===== src/rtl/ldpc_layer_scheduler_if.sv =====
// Handshake and strobe bundle between the decoder top, the layer scheduler,
// the LLR memory and the check-node datapath.
interface ldpc_layer_scheduler_if #(
    parameter int ROW_AW = 2,
    parameter int ITER_W = 4
);
    logic              start;
    logic              abort;
    logic [ITER_W-1:0] max_iter;
    logic              row_parity;
    logic              rd_en;
    logic [ROW_AW-1:0] rd_addr;
    logic              cnu_in_valid;
    logic              wb_en;
    logic [ROW_AW-1:0] wb_addr;
    logic              busy;
    logic              done;
    logic              converged;
    logic [ITER_W-1:0] iter_count;

    modport master (
        output start, abort, max_iter, row_parity,
        input  rd_en, rd_addr, cnu_in_valid, wb_en, wb_addr,
               busy, done, converged, iter_count
    );

    modport slave (
        input  start, abort, max_iter, row_parity,
        output rd_en, rd_addr, cnu_in_valid, wb_en, wb_addr,
               busy, done, converged, iter_count
    );
endinterface


===== src/rtl/ldpc_layer_scheduler.sv =====
// Layered LDPC row sequencer: reads each row once per iteration, tracks rows through
// the fixed-latency check-node pipe, and iterates until parity passes or budget ends.
module ldpc_layer_scheduler #(
    parameter int W       = 6,
    parameter int Wc      = 18,
    parameter int ROWS    = 4,
    parameter int ROW_AW  = 2,
    parameter int CNU_LAT = 2,
    parameter int ITER_W  = 4
) (
    input logic clk,
    input logic rst,
    ldpc_layer_scheduler_if.slave bus
);
    if (ROWS < 2 || ROWS > (1 << ROW_AW) || CNU_LAT < 1 || W < 2 || Wc < 1) begin : gBadParams
        $error("ldpc_layer_scheduler: illegal parameter combination");
    end

    typedef enum logic [2:0] {IDLE, READ, DRAIN, CHECK, DONE} state_t;

    localparam logic [ROW_AW-1:0] LastRow = ROW_AW'(ROWS - 1);

    state_t                         state;
    logic                           rdEn;
    logic [ROW_AW-1:0]              rdAddr;
    logic [CNU_LAT:0]               vldPipe;
    logic [CNU_LAT:0][ROW_AW-1:0]   addrPipe;
    logic                           fail;
    logic [ITER_W-1:0]              budget;
    logic [ITER_W-1:0]              iterCount;
    logic                           busyR;
    logic                           doneR;
    logic                           convR;

    logic [ITER_W-1:0] iterNext;
    logic              lastWb;

    assign iterNext = iterCount + 1'b1;
    // The last row's write-back ends the drain; its parity lands in fail on the same edge.
    assign lastWb   = vldPipe[CNU_LAT] && (addrPipe[CNU_LAT] == LastRow);

    always_ff @(posedge clk) begin
        if (rst) begin
            state     <= IDLE;
            rdEn      <= 1'b0;
            rdAddr    <= '0;
            vldPipe   <= '0;
            addrPipe  <= '0;
            fail      <= 1'b0;
            budget    <= '0;
            iterCount <= '0;
            busyR     <= 1'b0;
            doneR     <= 1'b0;
            convR     <= 1'b0;
        end else if (bus.abort) begin
            // iterCount and converged deliberately keep their values
            state   <= IDLE;
            rdEn    <= 1'b0;
            vldPipe <= '0;
            busyR   <= 1'b0;
            doneR   <= 1'b0;
        end else begin
            vldPipe  <= {vldPipe[CNU_LAT-1:0], rdEn};
            addrPipe <= {addrPipe[CNU_LAT-1:0], rdAddr};
            doneR    <= 1'b0;
            if (vldPipe[CNU_LAT] && bus.row_parity) fail <= 1'b1;

            case (state)
                IDLE: begin
                    if (bus.start) begin
                        budget    <= (bus.max_iter == '0) ? ITER_W'(1) : bus.max_iter;
                        iterCount <= '0;
                        convR     <= 1'b0;
                        fail      <= 1'b0;
                        rdEn      <= 1'b1;
                        rdAddr    <= '0;
                        busyR     <= 1'b1;
                        state     <= READ;
                    end
                end
                READ: begin
                    if (rdAddr == LastRow) begin
                        rdEn  <= 1'b0;
                        state <= DRAIN;
                    end else begin
                        rdAddr <= rdAddr + 1'b1;
                    end
                end
                DRAIN: begin
                    if (lastWb) state <= CHECK;
                end
                CHECK: begin
                    iterCount <= iterNext;
                    if (!fail) begin
                        convR <= 1'b1;
                        doneR <= 1'b1;
                        state <= DONE;
                    end else if (iterNext == budget) begin
                        convR <= 1'b0;
                        doneR <= 1'b1;
                        state <= DONE;
                    end else begin
                        fail   <= 1'b0;
                        rdEn   <= 1'b1;
                        rdAddr <= '0;
                        state  <= READ;
                    end
                end
                DONE: begin
                    busyR <= 1'b0;
                    state <= IDLE;
                end
                default: state <= IDLE;
            endcase
        end
    end

    assign bus.rd_en        = rdEn;
    assign bus.rd_addr      = rdAddr;
    assign bus.cnu_in_valid = vldPipe[0];
    assign bus.wb_en        = vldPipe[CNU_LAT];
    assign bus.wb_addr      = addrPipe[CNU_LAT];
    assign bus.busy         = busyR;
    assign bus.done         = doneR;
    assign bus.converged    = convR;
    assign bus.iter_count   = iterCount;
endmodule


===== src/flat_wrapper.sv =====
// flat-port wrapper written by rule: the top's interface ports become plain ports
module ldpc_layer_scheduler_flat 
#(
    parameter int W       = 6,
    parameter int Wc      = 18,
    parameter int ROWS    = 4,
    parameter int ROW_AW  = 2,
    parameter int CNU_LAT = 2,
    parameter int ITER_W  = 4
)
  (clk, rst, bus_start, bus_abort, bus_max_iter, bus_row_parity, bus_rd_en, bus_rd_addr, bus_cnu_in_valid, bus_wb_en, bus_wb_addr, bus_busy, bus_done, bus_converged, bus_iter_count);
  ldpc_layer_scheduler_if #(.ROW_AW(ROW_AW), .ITER_W(ITER_W)) bus_i ();
  input logic clk;
  input logic rst;
  input wire logic [$bits(bus_i.start)-1:0] bus_start;
  input wire logic [$bits(bus_i.abort)-1:0] bus_abort;
  input wire logic [$bits(bus_i.max_iter)-1:0] bus_max_iter;
  input wire logic [$bits(bus_i.row_parity)-1:0] bus_row_parity;
  output wire logic [$bits(bus_i.rd_en)-1:0] bus_rd_en;
  output wire logic [$bits(bus_i.rd_addr)-1:0] bus_rd_addr;
  output wire logic [$bits(bus_i.cnu_in_valid)-1:0] bus_cnu_in_valid;
  output wire logic [$bits(bus_i.wb_en)-1:0] bus_wb_en;
  output wire logic [$bits(bus_i.wb_addr)-1:0] bus_wb_addr;
  output wire logic [$bits(bus_i.busy)-1:0] bus_busy;
  output wire logic [$bits(bus_i.done)-1:0] bus_done;
  output wire logic [$bits(bus_i.converged)-1:0] bus_converged;
  output wire logic [$bits(bus_i.iter_count)-1:0] bus_iter_count;
  assign bus_i.start = bus_start;
  assign bus_i.abort = bus_abort;
  assign bus_i.max_iter = bus_max_iter;
  assign bus_i.row_parity = bus_row_parity;
  assign bus_rd_en = bus_i.rd_en;
  assign bus_rd_addr = bus_i.rd_addr;
  assign bus_cnu_in_valid = bus_i.cnu_in_valid;
  assign bus_wb_en = bus_i.wb_en;
  assign bus_wb_addr = bus_i.wb_addr;
  assign bus_busy = bus_i.busy;
  assign bus_done = bus_i.done;
  assign bus_converged = bus_i.converged;
  assign bus_iter_count = bus_i.iter_count;
  ldpc_layer_scheduler #(.W(W), .Wc(Wc), .ROWS(ROWS), .ROW_AW(ROW_AW), .CNU_LAT(CNU_LAT), .ITER_W(ITER_W)) u_core (.clk(clk), .rst(rst), .bus(bus_i));
endmodule

===== config.mk =====
export PLATFORM = sky130hd
export DESIGN_NAME = ldpc_layer_scheduler_flat
export DESIGN_NICKNAME = d
export VERILOG_FILES = /design/src/rtl/ldpc_layer_scheduler_if.sv /design/src/rtl/ldpc_layer_scheduler.sv /design/src/flat_wrapper.sv
export SDC_FILE = /design/constraint.sdc
export NUM_CORES = 1
export LEC_CHECK = 0
export CORE_MARGIN = 5
export CORE_UTILIZATION = 25
export CTS_BUF_LIST = sky130_fd_sc_hd__clkbuf_4 sky130_fd_sc_hd__clkbuf_8
export CTS_CLUSTER_SIZE = 20
export DETAILED_ROUTE_END_ITERATION = 6
export SLEW_MARGIN = 20
export SYNTH_ARGS = -nofsm -noshare
export SYNTH_HDL_FRONTEND = slang
export SYNTH_SLANG_ARGS = --single-unit

===== constraint.sdc =====
create_clock -name clk -period 2.05 [get_ports clk]
set_input_delay 0.41 -clock clk [delete_from_list [all_inputs] [get_ports clk]]
set_output_delay 0.41 -clock clk [all_outputs]
set_load 0.005 [all_outputs]

==> results of run 1 <==
-- flip-flops by register name, indices dropped and copies added, names as in the netlist --
register	count
u_core.addrPipe	4
u_core.budget	4
u_core.bus.rd_addr	2
u_core.bus.converged	1
u_core.bus.rd_en	1
u_core.bus.wb_addr	2
u_core.bus.iter_count	4
u_core.state	3
u_core.vldPipe	3
u_core.bus.done	1
u_core.bus.busy	1
u_core.fail	1
-- Yosys cell counts --
library cell,number,area share
and3_1,2,0.010
buf_4,4,0.024
nor3_2,1,0.0080
nand2_1,3,0.0090
buf_2,1,0.0040
xor3_1,1,0.019
nor4_2,1,0.010
mux2i_1,11,0.088
nand2b_1,2,0.010
clkbuf_1,1,0.0030
nor3b_1,2,0.012
a211oi_2,1,0.010
a31o_2,2,0.014
or2_1,1,0.0050
inv_1,4,0.012
nor3_1,6,0.024
a2111oi_2,1,0.012
nand3_1,4,0.016
a21boi_2,1,0.0090
xnor2_1,3,0.021
a211oi_1,2,0.012
nor4b_1,1,0.0070
dfxtp_1,27,0.43
a21oi_1,15,0.060
and2_1,3,0.015
ha_1,2,0.020
nor2_1,23,0.069
a21o_1,1,0.0060
a31oi_1,2,0.010
or4_1,1,0.0060
o21ai_0,3,0.012
buf_1,2,0.0060
xor2_1,1,0.0070
nand4_1,1,0.0050
mux2_2,1,0.0090
nand3b_1,1,0.0060
-- routing by layer --
metal,wire (um),track usage,share of wire,vias to the layer above
li1,-,-,-,534
met1,1410,0.123,0.50,488
met2,1280,0.148,0.45,17
met3,123,0.0277,0.044,2
met4,17,0.0186,0.0060,0
met5,0,0,0,-
-- layout by cell type, fill, tap and decap left out, types with 4 or more instances in the layout --
| cell type | n |
|---|---|
| dfxtp_1 | 27 |
| nand3_1 | 4 |
| buf_4 | 7 |
| nor3_1 | 6 |
| mux2i_1 | 11 |
| nor2_1 | 23 |
| inv_1 | 4 |
| a21oi_1 | 15 |
| clkdlybuf4s50_1 | 22 |
-- worst min-delay path by stage --
stage | cells past startpoint | start | slack (ns) | endpoint
final | 1 | u_core.vldPipe[1]$_SDFF_PP0_ | 0.44 | u_core.vldPipe[2]$_SDFF_PP0_
after detailed placement | 1 | u_core.vldPipe[1]$_SDFF_PP0_ | 0.42 | u_core.vldPipe[2]$_SDFF_PP0_
after CTS | 1 | u_core.vldPipe[1]$_SDFF_PP0_ | 0.44 | u_core.vldPipe[2]$_SDFF_PP0_
after global placement | 1 | u_core.vldPipe[1]$_SDFF_PP0_ | 0.41 | u_core.vldPipe[2]$_SDFF_PP0_
after floorplan | 1 | u_core.vldPipe[1]$_SDFF_PP0_ | 0.41 | u_core.vldPipe[2]$_SDFF_PP0_
after global routing | 1 | u_core.vldPipe[1]$_SDFF_PP0_ | 0.45 | u_core.vldPipe[2]$_SDFF_PP0_
-- stage by stage --
step	hold WS (ns)	utilization	setup slack, ns	cell area [um2]
6_report	0.440	0.337	0.352	1610
3_5_place_dp	0.422	0.327	0.0546	1560
3_3_place_gp	0.414	0.327	0.0743	1560
5_1_grt	0.451	0.337	0.192	1610
2_1_floorplan	0.406	-	0.466	1250
4_1_cts	0.444	0.337	0.330	1610
-- area by class of cell --
| type | instances | area share |
|---|---|---|
| Sequential cell | 27 | 0.335 |
| Multi-Input combinational cell | 99 | 0.404 |
| Inverter | 4 | 0.00931 |
| Timing Repair Buffer | 29 | 0.169 |
| Clock buffer | 4 | 0.0303 |
| Tap cell | 67 | 0.0520 |
-- power by group through the flow --
stage | Combinational [mW] | Clock, mW | Sequential, mW
after floorplan | 0.0533 | 0 | 0.549
after global placement | 0.0914 | 0 | 0.552
after detailed placement | 0.0911 | 0 | 0.553
after CTS | 0.0920 | 0.325 | 0.541
after global routing | 0.101 | 0.345 | 0.542
final | 0.0911 | 0.318 | 0.541
-- worst register-to-register path, delay by kind of cell (launching register included) --
family / cells / cell delay [ns]
adder cells (fa/ha/maj): 1 / 0.21
XOR/XNOR: 1 / 0.24
AO/OA/AOI/OAI: 2 / 0.40
flip-flops: 1 / 0.39
AND/OR/NAND/NOR: 2 / 0.38
-- logic make-up (layout without fill, tap and decap cells) --
group                      count (synthesis)  in the layout
AOI/OAI and AO/OA                         28             28
muxes                                     12             12
and+or+nand+nor                           52             52
buffers and inverters                     12             37
xor gates and xnor gates                   5              5
DFF                                       27             27
adders and majority gates                  2              2
==> flow_metrics.tcl, run 1 <==
set metrics [dict create \
    outcome "completed" \
    ys_ff_latch 27 \
    synth-xor-area-share 0.0469 \
    setup_violations 0 \
    via_per_inst 4.53 \
    path_cells "clkdlybuf4s50_1 -> buf_4 -> nor2_1 -> inv_1 -> a2111oi_2" \
    core_area_um2 4790 \
    hpwlAfterDp_um 2130 \
    ir_drop_mv 0.467 \
    diodes 0 \
    dpl.cell_count 226 \
    synth_cell_types 36 \
    path_delay_family "buffers and inverters" \
    setup-tns-final_ns 0 \
    crit_arrival_ns 1.87 \
    worstSetupStartpoint "bus_abort" \
    period_minus_slack_ns 1.70 \
    cts_hold_buffers 0 \
    post_cts_buffers 0 \
    grt_pass1_wl_um 4780 \
    maxCapViolations 0 \
    syn_nets 149 \
    vias 1041 \
    cts_resized 0 \
    grt_overflow 0 \
    worst_pin_slew_ns 0.415 \
    ys_warn_count 0 \
    rr_startpoint "u_core.bus.iter_count[1]$_SDFFE_PP0P_" \
    clk_pin_slew_ns 0.10 \
    cts_max_level 1 \
    drc 0 \
    start_kind "input pin" \
    worst_clock_skew_ns 0.00539 \
    hold_viol 0 \
    dr.first_iter.drc_count 56 \
    p_int_uw 733 \
    muxShareOfSynthArea 0.0968 \
    cp.depth 5 \
    multi_input_area_um2 652 \
    reg2reg_depth 6 \
    fin_crit_sh 0.828 \
    dieArea_um2 6530 \
    cts_tree "built" \
    cts_sinks 27 \
    switchingPower_uw 216 \
    p_clk_frac 0.335 \
    ff_latch_area_um2 541 \
    cts_buffers 3 \
    die_x_um 80.8 \
    syn_avg_cell_area_um2 9.08 \
    fillers 517 \
    endpoint "u_core.state[0]$_SDFFE_PP0P_" \
    syn-cell-area_um2 1250 \
    power_leakage_nw 0.616 \
    synth_top_family_by_area "simple AND/OR/NAND/NOR gates" \
    regToRegSetupSlack_ns 0.36 \
    synthCells 138 \
    fmaxAchievable_mhz 589 \
    p_per_area_nw_per_um2 589 \
    antenna_left 0 \
    yosys.area_share.simple 0.212 \
    grt_max_degree 17 \
    port_buffers 22 \
    switching_share 0.228 \
    combPwrFrac 0.096 \
    synth-seq-area-share 0.431 \
    routed_wl_um 2830 \
    slew_headroom 0.723 \
    min_path_type "flop to flop" \
    grtUsageTotal 0.0923 \
    critPathRequiredTime_ns 2.22 \
    start_util 0.262 \
    rsz0062_at_grt "no" \
    seqPwrFrac 0.569 \
    die_h_um 80.8 \
    area_growth_pct 28.6 \
    end_kind "flop" \
    crit_path_top_delay_cell "clkdlybuf4s50_1" \
    first_global_vias 1038 \
    critPathBufInv 3 \
    rows 25 \
    reg2reg_to "u_core.fail$_SDFFE_PP0N_" \
    cts_root_buf "clkbuf_8" \
    layout-drive-gt1-share 0.117 \
    crit_type "input pin to flop" \
    synthAdderAreaFrac 0.0200 \
    clock_latency_ns 0.27 \
    avgRoutedWirePerCell_um 12.3 \
    layout.nets 175 \
    finalWeightedCongestion 0.783 \
    dr.pass1.iters 4 \
    finalPower_uw 950 \
    clockBufferDepth 2 \
    path_max_fanout 8 \
    layoutNonFillerInstCount 230 \
    synth_compound_area_frac 0.145 \
    slew_violations 0 \
    grt_antenna_before_repair 0 \
    ios 23 \
    critPathMaxStageDelay_ns 0.57 \
]
(Power assumes the default switching activity.)
==> run 2, diff against run 1 <==
==> constraint.sdc (replaced) <==
create_clock -name clk -period 1.61 [get_ports clk]
set_input_delay 0.322 -clock clk [delete_from_list [all_inputs] [get_ports clk]]
set_output_delay 0.322 -clock clk [all_outputs]
set_load 0.005 [all_outputs]
==> flow_metrics.tcl, run 2 (synthesis gave the netlist of run 1 again) <==
set metrics [dict create \
    cts_max_level 1 \
    core_area_um2 4790 \
    slew_violations 0 \
    setup_violations 0 \
    final_cell_mix "buf_4, nor2_1, dfxtp_1" \
    final_cell_area_um2 1790 \
    grt_pass1_wl_um 5000 \
    cts_root_buf "clkbuf_8" \
    reg2reg_to "u_core.bus.rd_addr[0]$_SDFFE_PP0P_" \
    mostFrequentLayoutCell "buf_4" \
    rr_startpoint "u_core.budget[2]$_SDFFE_PP0P_" \
    ios 23 \
    grtUsageTotal 0.0973 \
    start_util 0.262 \
    grt_overflow 0 \
    port_buffers 22 \
    hpwlAfterDp_um 2300 \
    avgRoutedWirePerCell_um 12.2 \
    post_dp_cell_area_um2 1700 \
    cts_buffers 3 \
    fin_crit_sh 0.964 \
    critPathRequiredTime_ns 1.29 \
    dr.first_iter.drc_count 42 \
    diodes 0 \
    hold_viol 0 \
    dr.pass1.iters 4 \
    finalWeightedCongestion 0.747 \
    layout.nets 193 \
    period_minus_slack_ns 1.55 \
    area_growth_pct 42.7 \
    antenna_left 0 \
    via_per_inst 4.43 \
    end_kind "output port" \
    start_kind "flop" \
    hold_start "u_core.vldPipe[1]$_SDFF_PP0_" \
    whs_path_depth 1 \
    outcome "completed" \
    worst_pin_slew_ns 0.369 \
    hold_ws_ns 0.449 \
    rows 25 \
    regToRegSetupSlack_ns 0.07 \
    cts_hold_buffers 0 \
    post_cts_buffers 0 \
    crit_arrival_ns 1.23 \
    maxCapViolations 0 \
    grt_max_degree 15 \
    cts_sinks 27 \
    multi_input_area_um2 674 \
    crit_type "flop to output port" \
    drc 0 \
    clock_latency_ns 0.27 \
    reg2reg_depth 5 \
    setup-tns-final_ns 0 \
    power_leakage_nw 0.764 \
    p_per_area_nw_per_um2 685 \
    fillers 508 \
    rsz0062_at_grt "yes" \
    clockBufferDepth 2 \
    worst_clock_skew_ns 0.00203 \
    cts_tree "built" \
    die_h_um 80.8 \
    grt_antenna_before_repair 0 \
    first_global_vias 1082 \
    min_path_type "flop to flop" \
    routed_wl_um 3040 \
    fin_util 0.374 \
    ir_drop_mv 0.409 \
    path_max_fanout 4 \
    layout-drive-gt1-share 0.260 \
    slew_headroom 0.752 \
    fmaxAchievable_mhz 644 \
    vias 1099 \
    ff_latch_area_um2 548 \
    clk_pin_slew_ns 0.09 \
    finalPower_mw 1.23 \
    dieArea_um2 6530 \
    die_x_um 80.8 \
    min_to "u_core.vldPipe[2]$_SDFF_PP0_" \
]
-- run 2: changes by cell type in the layout (fill, tap and decap cells not counted) --
cell             before  now
ha_4                  0    1
dfxtp_2               0    6
nand2_2               0    1
a21oi_1              15   13
buf_6                 0    1
dfxtp_1              27   21
nand2_1               3    2
buf_4                 7   24
ha_1                  2    1
clkdlybuf4s50_1      22   19
dlymetal6s2s_1        0    3
a21oi_2               0    2
-- run 2: cell type report --
class,instances,area share
clock buffer,4,0.0273
tap,67,0.0469
multi-input combinational,99,0.377
inverter,4,0.00839
timing repair buffer,47,0.234
sequential,27,0.306
-- run 2: worst max-delay path, cell delays in order, from the launching register on --
cell             delay, ns
dfxtp_2               0.34
buf_4                 0.12
clkdlybuf4s50_1       0.50
-- run 2: what timing repair did --
item,in CTS,in global routing
pin swaps,0,4
setup endpoints to repair,1,10
gates resized for setup,1,13
-- run 2: where the power goes --
group / internal [mW] / total, mW / leakage (nW) / switching (mW)
sequential: 0.678 / 0.685 / 0.221 / 0.00696
combinational: 0.0746 / 0.137 / 0.516 / 0.0626
clock: 0.194 / 0.403 / 0.0262 / 0.209
-- run 2: metrics by stage --
stage | std cells | worst slack (ns)
after global placement | 244 | -0.160
final | 248 | 0.0579
after floorplan | 138 | 0.0264
after CTS | 248 | 0.0126
after detailed placement | 244 | -0.195
after global routing | 248 | -0.00478
-- run 2: how the worst max path moves through the flow --
stage / startpoint / end / slack (ns) / cells past startpoint
finish: u_core.bus.rd_addr[0]$_SDFFE_PP0P_ / bus_rd_addr[0] / 0.06 / 2
global route: u_core.bus.iter_count[1]$_SDFFE_PP0P_ / u_core.bus.rd_en$_SDFFE_PP0P_ / -0.005 / 7
CTS: u_core.bus.iter_count[0]$_SDFFE_PP0P_ / u_core.fail$_SDFFE_PP0N_ / 0.01 / 6
detailed placement: bus_abort / u_core.state[0]$_SDFFE_PP0P_ / -0.19 / 5
global placement: bus_abort / u_core.state[0]$_SDFFE_PP0P_ / -0.16 / 5
floorplan: u_core.bus.iter_count[0]$_SDFFE_PP0P_ / u_core.fail$_SDFFE_PP0N_ / 0.03 / 6
-- run 2: layer usage --
metal  wire [um]  track usage  vias to the layer above
li1            -            -                      567
met1        1530        0.131                      500
met2        1330        0.153                       30
met3         158       0.0277                        2
met4          19       0.0253                        0
met5           0            0                        -
==> run 3, diff against run 2 <==
--- a/config.mk
+++ b/config.mk
@@ -10,6 +10,7 @@
 export CTS_BUF_LIST = sky130_fd_sc_hd__clkbuf_4 sky130_fd_sc_hd__clkbuf_8
 export CTS_CLUSTER_SIZE = 20
 export DETAILED_ROUTE_END_ITERATION = 6
+export PLACE_DENSITY = 0.42
 export SLEW_MARGIN = 20
 export SYNTH_ARGS = -nofsm -noshare
 export SYNTH_HDL_FRONTEND = slang
==> flow_metrics.tcl, run 3 (synthesis gave the netlist of run 1 again) <==
set metrics [dict create \
    outcome "completed" \
    dr.pass1.iters 4 \
    avgRoutedWirePerCell_um 12.4 \
    grt_overflow 0 \
    cts_max_level 1 \
    rows 25 \
    cts_root_buf "clkbuf_8" \
    drc 0 \
    antenna_left 0 \
    cts_tree "built" \
    via_per_inst 4.40 \
    ios 23 \
    area_growth_pct 45.6 \
    die_x_um 80.8 \
    ir_drop_mv 0.248 \
    power_leakage_nw 0.756 \
    finalPower_mw 1.23 \
    crit_arrival_ns 1.76 \
    rsz0062_at_grt "yes" \
    busiest_layer "met2" \
    layout-drive-gt1-share 0.279 \
    p_per_area_nw_per_um2 675 \
    clockBufferDepth 2 \
    setup_violations 0 \
    path_max_fanout 5 \
    crit_type "flop to flop" \
    critPathRequiredTime_ns 1.78 \
    finalWeightedCongestion 0.795 \
    fmaxAchievable_mhz 631 \
    port_buffers 22 \
    regToRegSetupSlack_ns 0.02 \
    routed_wl_um 3100 \
    start_kind "flop" \
    fin_crit_sh 0.985 \
    grt_max_degree 15 \
    clk_pin_slew_ns 0.09 \
    maxCapViolations 0 \
    dieArea_um2 6530 \
    min_path_type "flop to flop" \
    cts_hold_buffers 0 \
    post_dp_cell_area_um2 1700 \
    period_minus_slack_ns 1.59 \
    final_cell_area_um2 1830 \
    slew_headroom 0.763 \
    clock_latency_ns 0.27 \
    layoutNonFillerInstCount 250 \
    diodes 0 \
    die_h_um 80.8 \
    final_cell_mix "buf_4, nor2_1, dfxtp_1" \
    start_util 0.262 \
    slew_violations 0 \
    dr.first_iter.drc_count 49 \
    grt_use_met2 0.156 \
    setup-tns-final_ns 0 \
    end_kind "flop" \
    grtUsageMet1 0.149 \
    hold_viol 0 \
    core_area_um2 4790 \
    grtUsageMet3 0.0222 \
    worst_pin_slew_ns 0.352 \
    layout.nets 195 \
    first_global_vias 1117 \
    dpl.cell_count 244 \
    grt_pass1_wl_um 5310 \
    vias 1099 \
    cts_buffers 3 \
    mostFrequentLayoutCell "buf_4" \
    grt_antenna_before_repair 0 \
    worst_clock_skew_ns 0.00473 \
    hpwlAfterDp_um 2440 \
    grtUsageTotal 0.103 \
    cts_sinks 27 \
]
==> run 3: area by class of cell <==
| class | count | area [um2] |
|---|---|---|
| clock buffers | 4 | 48.8 |
| fillers | 489 | 2960 |
| inverters | 4 | 15.0 |
| multi-input cells | 99 | 697 |
| flip-flops and latches | 27 | 549 |
| well taps | 67 | 83.8 |
| repair buffers | 49 | 432 |
==> run 3: metrics by stage <==
step	worst slack [ns]	hold WS (ns)	utilization
after floorplan	0.0264	0.406	-
final	0.0249	0.436	0.381
after CTS	-0.0168	0.438	0.367
after global routing	-0.0297	0.463	0.381
after detailed placement	-0.210	0.414	0.355
after global placement	-0.161	0.411	0.355
==> run 3: report_power, final <==
part	total (mW)	switching, mW	internal (mW)
registers	0.684	0.00759	0.677
clock network	0.400	0.206	0.194
logic	0.148	0.0665	0.0817
total	1.23	0.280	0.952
==> run 3: final timing paths <==
| path | startpoint | end | cells past startpoint |
|---|---|---|---|
| max | u_core.budget[2]$_SDFFE_PP0P_ | u_core.bus.rd_addr[1]$_SDFFE_PP0P_ | 5 |
| max reg2reg | u_core.budget[2]$_SDFFE_PP0P_ | u_core.bus.rd_addr[1]$_SDFFE_PP0P_ | 5 |
| min | u_core.vldPipe[1]$_SDFF_PP0_ | u_core.vldPipe[2]$_SDFF_PP0_ | 1 |
| min reg2reg | u_core.vldPipe[1]$_SDFF_PP0_ | u_core.vldPipe[2]$_SDFF_PP0_ | 1 |
==> run 3: critical path, cell delays in order, from the launching register on <==
cell     delay (ns)
dfxtp_2        0.34
xor3_1         0.42
nor3_2         0.23
buf_4          0.16
nand3_4        0.11
a31o_2         0.22
==> run 3: timing repair <==
action | CTS | global route
setup buffers | 1 | 1
resized for setup | 0 | 18
gates cloned | 0 | 0
setup endpoints to repair | 4 | 10
pin swaps | 3 | 2
==> run 3: per-layer routing <==
metal	vias to the layer above	share of wire
li1	572	-
met1	512	0.51
met2	13	0.45
met3	2	0.039
met4	0	0.0048
met5	-	0
